### config.mk
export PLATFORM = sky130hd
export DESIGN_NAME = mult_dispatch
export DESIGN_NICKNAME = d
export VERILOG_FILES = /design/src/rtl/mult_pkg.sv /design/src/rtl/mult_req_fifo.sv /design/src/rtl/mult_dispatch.sv
export SDC_FILE = /design/constraint.sdc
export NUM_CORES = 1
export LEC_CHECK = 0
export ABC_AREA = 1
export BUFFER_PORTS_ARGS = -buffer_cell sky130_fd_sc_hd__buf_4
export CORE_MARGIN = 4
export CORE_UTILIZATION = 29
export CTS_CLUSTER_DIAMETER = 80
export CTS_CLUSTER_SIZE = 10
export DETAILED_ROUTE_END_ITERATION = 6
export GPL_TIMING_DRIVEN = 1
export SKIP_CTS_REPAIR_TIMING = 1
export SLEW_MARGIN = 25
export SYNTH_ARGS = -nofsm -noshare
export SYNTH_HDL_FRONTEND = slang
export SYNTH_SLANG_ARGS = --single-unit
### constraint.sdc
create_clock -name clk -period 6.7 [get_ports clk]
set_input_delay 2.01 -clock clk [delete_from_list [all_inputs] [get_ports clk]]
set_output_delay 2.01 -clock clk [all_outputs]
set_load 0.05 [all_outputs]
### src/rtl/mult_pkg.sv
// Shared types for the multiplier request front end.
//   OP_W / PROD_W    : operand and product widths of mult_32bit_no_ops
//   dispatch_state_t : issue FSM states
//   req_op_t         : operand part of a queued request (the tag is appended
//                      by mult_dispatch, whose tag width is a parameter)
package mult_pkg;
  localparam int OP_W   = 32;
  localparam int PROD_W = 64;

  typedef enum logic [1:0] {IDLE, ISSUE, WAIT, HOLD} dispatch_state_t;

  typedef struct packed {
    logic [OP_W-1:0] a;
    logic [OP_W-1:0] b;
    logic            sgn;
  } req_op_t;
endpackage

### src/rtl/mult_req_fifo.sv
// Synchronous request FIFO with a combinational head read.
//   clk, reset_n : clock, async active-low reset (pointers/count only)
//   push, din    : write an entry (caller never pushes when full)
//   pop, dout    : dout is the current head; pop advances it (never when empty)
//   count        : occupancy 0..DEPTH; full/empty are derived from it upstream
module mult_req_fifo #(
  parameter int  DEPTH = 4,
  parameter int  W     = 8,
  localparam int AW    = $clog2(DEPTH),
  localparam int CW    = $clog2(DEPTH + 1)
) (
  input  logic          clk,
  input  logic          reset_n,
  input  logic          push,
  input  logic [W-1:0]  din,
  input  logic          pop,
  output logic [W-1:0]  dout,
  output logic [CW-1:0] count
);
  logic [W-1:0]  mem [DEPTH];
  logic [AW-1:0] wr_ptr, rd_ptr;

  // Storage carries no reset; only entries counted as valid are ever read.
  always_ff @(posedge clk)
    if (push) mem[wr_ptr] <= din;

  assign dout = mem[rd_ptr];

  // DEPTH is a power of two, so the pointers wrap naturally.
  always_ff @(posedge clk or negedge reset_n) begin
    if (!reset_n) begin
      wr_ptr <= '0;
      rd_ptr <= '0;
      count  <= '0;
    end else begin
      if (push) wr_ptr <= wr_ptr + AW'(1);
      if (pop)  rd_ptr <= rd_ptr + AW'(1);
      case ({push, pop})
        2'b10:   count <= count + CW'(1);
        2'b01:   count <= count - CW'(1);
        default: ;
      endcase
    end
  end
endmodule

### src/rtl/mult_dispatch.sv
// Front end for the sequential multiplier: queues tagged requests, issues one
// at a time on start/done, and returns products in request order.
//   req_*             : valid/ready request port (operands, signedness, tag)
//   mul_*             : start pulse, operands and signed_mode to the multiplier;
//                       done/product back from it
//   rsp_*             : valid/ready response port (captured product + tag)
//   count             : FIFO occupancy
//   err_spurious_done : sticky, done rose while no operation was in flight
module mult_dispatch
  import mult_pkg::*;
#(
  parameter int  DEPTH = 4,
  parameter int  TAG_W = 4,
  localparam int CW    = $clog2(DEPTH + 1)
) (
  input  logic              clk,
  input  logic              reset_n,
  input  logic              req_valid,
  output logic              req_ready,
  input  logic [OP_W-1:0]   req_a,
  input  logic [OP_W-1:0]   req_b,
  input  logic              req_signed,
  input  logic [TAG_W-1:0]  req_tag,
  output logic              mul_start,
  output logic              mul_signed_mode,
  output logic [OP_W-1:0]   mul_op_a,
  output logic [OP_W-1:0]   mul_op_b,
  input  logic              mul_done,
  input  logic [PROD_W-1:0] mul_product,
  output logic              rsp_valid,
  input  logic              rsp_ready,
  output logic [PROD_W-1:0] rsp_product,
  output logic [TAG_W-1:0]  rsp_tag,
  output logic [CW-1:0]     count,
  output logic              err_spurious_done
);
  typedef struct packed {
    logic [TAG_W-1:0] tag;
    req_op_t          op;
  } req_entry_t;

  req_entry_t      wr_entry, head;
  dispatch_state_t state;
  logic            done_q, done_rise, push, pop, fifo_empty;
  logic [TAG_W-1:0] tag_q;

  assign wr_entry.tag    = req_tag;
  assign wr_entry.op.a   = req_a;
  assign wr_entry.op.b   = req_b;
  assign wr_entry.op.sgn = req_signed;

  // No full-bypass: a pop in the same cycle does not open the port.
  assign req_ready  = (count != CW'(DEPTH));
  assign push       = req_valid && req_ready;
  assign fifo_empty = (count == '0);
  assign done_rise  = mul_done && !done_q;

  // Pops happen only on the way into ISSUE: from IDLE, or from HOLD as the
  // response is accepted so the next operation starts without an IDLE cycle.
  assign pop = !fifo_empty &&
               ((state == IDLE) || (state == HOLD && rsp_valid && rsp_ready));

  mult_req_fifo #(.DEPTH(DEPTH), .W($bits(req_entry_t))) u_fifo (
    .clk     (clk),
    .reset_n (reset_n),
    .push    (push),
    .din     (wr_entry),
    .pop     (pop),
    .dout    (head),
    .count   (count)
  );

  always_ff @(posedge clk or negedge reset_n) begin
    if (!reset_n) begin
      state             <= IDLE;
      done_q            <= 1'b0;
      mul_start         <= 1'b0;
      mul_signed_mode   <= 1'b0;
      mul_op_a          <= '0;
      mul_op_b          <= '0;
      tag_q             <= '0;
      rsp_valid         <= 1'b0;
      rsp_product       <= '0;
      rsp_tag           <= '0;
      err_spurious_done <= 1'b0;
    end else begin
      done_q    <= mul_done;
      // Every pop enters ISSUE, so start is simply the registered pop.
      mul_start <= pop;
      // Operands move only on a pop; they stay put through WAIT and HOLD.
      if (pop) begin
        mul_op_a        <= head.op.a;
        mul_op_b        <= head.op.b;
        mul_signed_mode <= head.op.sgn;
        tag_q           <= head.tag;
      end
      if (done_rise && state != WAIT) err_spurious_done <= 1'b1;
      case (state)
        IDLE:  if (pop) state <= ISSUE;
        ISSUE: state <= WAIT;
        WAIT:
          if (done_rise) begin
            rsp_product <= mul_product;
            rsp_tag     <= tag_q;
            rsp_valid   <= 1'b1;
            state       <= HOLD;
          end
        HOLD:
          if (rsp_ready) begin
            rsp_valid <= 1'b0;
            state     <= pop ? ISSUE : IDLE;
          end
        default: state <= IDLE;
      endcase
    end
  end
endmodule

==> key figures <==
Run status
  • Status: completed

Timing
  • Final setup violation count: 0
  • TNS Setup: 0 ps
  • RSZ-0062 raised after global routing: false
  • Hold Fails Final Rpt: 0
  • Max Clock Skew: 20.9 ps
  • Slew Limit Fails: 0
  • Tcrit/Tclk final: 52.7%
  • FMAX: 0.283 GHz
  • Tmin final: 3530 ps
  • Worst-Margin Slew: 977 ps
  • Slew HR: 34.7%

Drt
  • Drt pass-1 iters: 5
  • Drt via density: 4.39
  • DR iter-0 viols: 412
  • Antenna-violating nets left: 0
  • Final wirelength: 39600 um
  • Per-cell routed wire length: 17.1 um
  • DRC: 0
  • Via count: 10.2k

Global route
  • Number of global-route vias before repair: 10.1k
  • Global route overflow: 0
  • Antenna violations before repair: 0
  • Largest net degree at the start of global routing: 92
  • Total GRT Usage: 12.9%
  • First-pass GRT wire length: 59800 um

Yosys
  • Yosys top cell area share: 51.2%
  • Register area share after synthesis: 74.4%
  • Distinct cells, synth: 25
  • Synth area leaders: edfxtp_1 (51%), dfrtp_1 (23%), nand2_1 (5.1%)
  • Post-Syn Area: 16200 um^2
  • Post-synth top area cell: edfxtp_1
  • Synthesized area per cell: 12.8 um^2
  • Number of synthesized register bits: 426
  • Syn. warnings: 0
  • Syn Nets: 1409
  • Post-Synthesis Cells: 1261

Place
  • Post-DP HPWL: 22800 um
  • GP Congestion: 0.757
  • Port Buffers: 277
  • Placed insts: 2230

Cells and area
  • Ant. Diodes: 0
  • Layout cells sized above 1: 25.4%
  • Area Growth Syn to Fin: 26.6%
  • Fin cells: 2320
  • Nets: 1682

Clock tree
  • Register clock-pin slew on the reported worst setup and hold paths: 50 ps
  • Clk root buf: clkbuf_16
  • Sink Count: 426
  • Num CTS Buffers: 49
  • TritonCTS clock tree: yes
  • CTS H-tree depth: 2
  • Clk Latency, worst-skew pair: 580 ps
  • Clock tree buffer depth: 3

Worst setup path
  • Crit path max fanout: 45
  • Crit path DAT: 3760 ps
  • Crit end category: flop
  • CP startpoint kind: input port
  • Critical Path RT: 6930 ps
  • Kind of critical path: in -> reg

Floorplan
  • Die Span Y: 244 um
  • Chip Width: 244 um
  • Area of the core: 55200 um^2
  • Row Count: 86
  • Initial core utilization: 29.3%
  • Boundary Pins: 278
  • Die area: 59700 um^2

Power and ir drop
  • Lkg Pwr: 0.00825 uW
  • Power, Total: 11000 uW
  • PD cells: 539 nW/um^2
  • Peak VDD IR: 0.272 mV

Min path
  • Min-Delay Path Class: reg -> reg

Flow run
  • Max-cap violations: 0
## Yosys cell counts
cell        n
buf_4      10
edfxtp_1  276
inv_1      19
inv_2       3
mux2_2     45
buf_6       5
clkbuf_1   12
a21oi_1     2
nand3_2     1
nand3_1     3
clkbuf_2    3
fa_1        1
o21ai_0   135
nand2_1   221
xnor2_1     1
o21ai_1    83
dfrtp_1   150
buf_2      36
mux2_1     19
o21bai_1    1
nand2_2     1
xor2_1      3
buf_1       1
nor2_1    221
ha_1        9
## cell usage in the layout, fill, tap and decap left out, types with 2 or more instances in the layout
master	n
buf_4	283
edfxtp_1	276
nand2_1	221
nor2_1	217
dfrtp_1	149
o21ai_0	135
o21ai_1	83
clkbuf_16	50
mux2_2	45
clkbuf_1	34
inv_1	19
mux2_1	19
ha_1	9
nor2_4	4
buf_12	4
nand3_1	3
xor2_1	3
clkinv_2	2
inv_4	2
a21oi_1	2
clkinv_8	2
buf_6	2
## sequential cells by signal, indices dropped and copies added, names as in the netlist, 2 cells and up
signal,flops
u_fifo.mem,276
u_fifo.count,3
u_fifo.wr_ptr,2
mul_op_a,32
u_fifo.rd_ptr,2
tag_q,4
rsp_product,64
mul_op_b,32
rsp_tag,4
state,2
## through the flow
stage	hold WS (ps)	utilization, %	setup slack, ps	area, um^2
after floorplan	488	-	1100	16200
after global placement	465	34.4	2430	19000
after detailed placement	470	34.4	2370	19000
after CTS	484	37.1	2980	20500
after global routing	492	37.1	3040	20500
final	477	37.1	3170	20500
## area by class of cell
cell class | count | area [um^2]
fill | 5343 | 34700
sequential | 426 | 12000
multi-input combinational | 746 | 3740
timing repair buffer | 289 | 2230
clock buffer | 84 | 1380
tap | 748 | 936
inverter | 22 | 88.8
clock inverter | 5 | 76.3
## power by group
part           internal, uW  switching, uW  total (uW)
Clock                  1430           1020        2450
Sequential             3640            409        4050
Combinational          1310           3230        4540
## cell families (layout without fill, tap and decap cells)
family	Yosys count	in the layout	synth area share (%)
and+or+nand+nor	447	447	10.4
DFF	426	426	74.4
AOI/OAI and AO/OA	221	221	6.85
buffers and inverters	89	400	2.83
muxes	64	64	4.45
adders and majority gates	10	10	0.819
xor gates and xnor gates	4	4	0.216
## layer usage
metal | routed length [um] | vias to the layer above | GRT usage (%)
met4 | 775 | 0 | 3.49
li1 | - | 4886 | -
met5 | 0 | - | 0
met3 | 2770 | 55 | 3.54
met1 | 16700 | 4940 | 15.8
met2 | 19300 | 302 | 22.4
## final timing paths
check / startpoint / to / slack [ps] / depth (start not counted)
min reg2reg: mul_signed_mode / mul_signed_mode / 480 / 2
max reg2reg: u_fifo.rd_ptr[0] / mul_signed_mode / 3860 / 6
min: mul_signed_mode / mul_signed_mode / 480 / 2
min in group asynchronous: reset_n / rsp_product[28] / 1500 / 1
max in group asynchronous: reset_n / rsp_product[59] / 4230 / 2
max: req_valid / u_fifo.mem[2][30] / 3170 / 4
## worst max-delay path: stages
cell	delay, ps
buf_4	80
nand2_1	330
nor2_4	880
buf_12	380
Power figures use the tool's default switching activity.
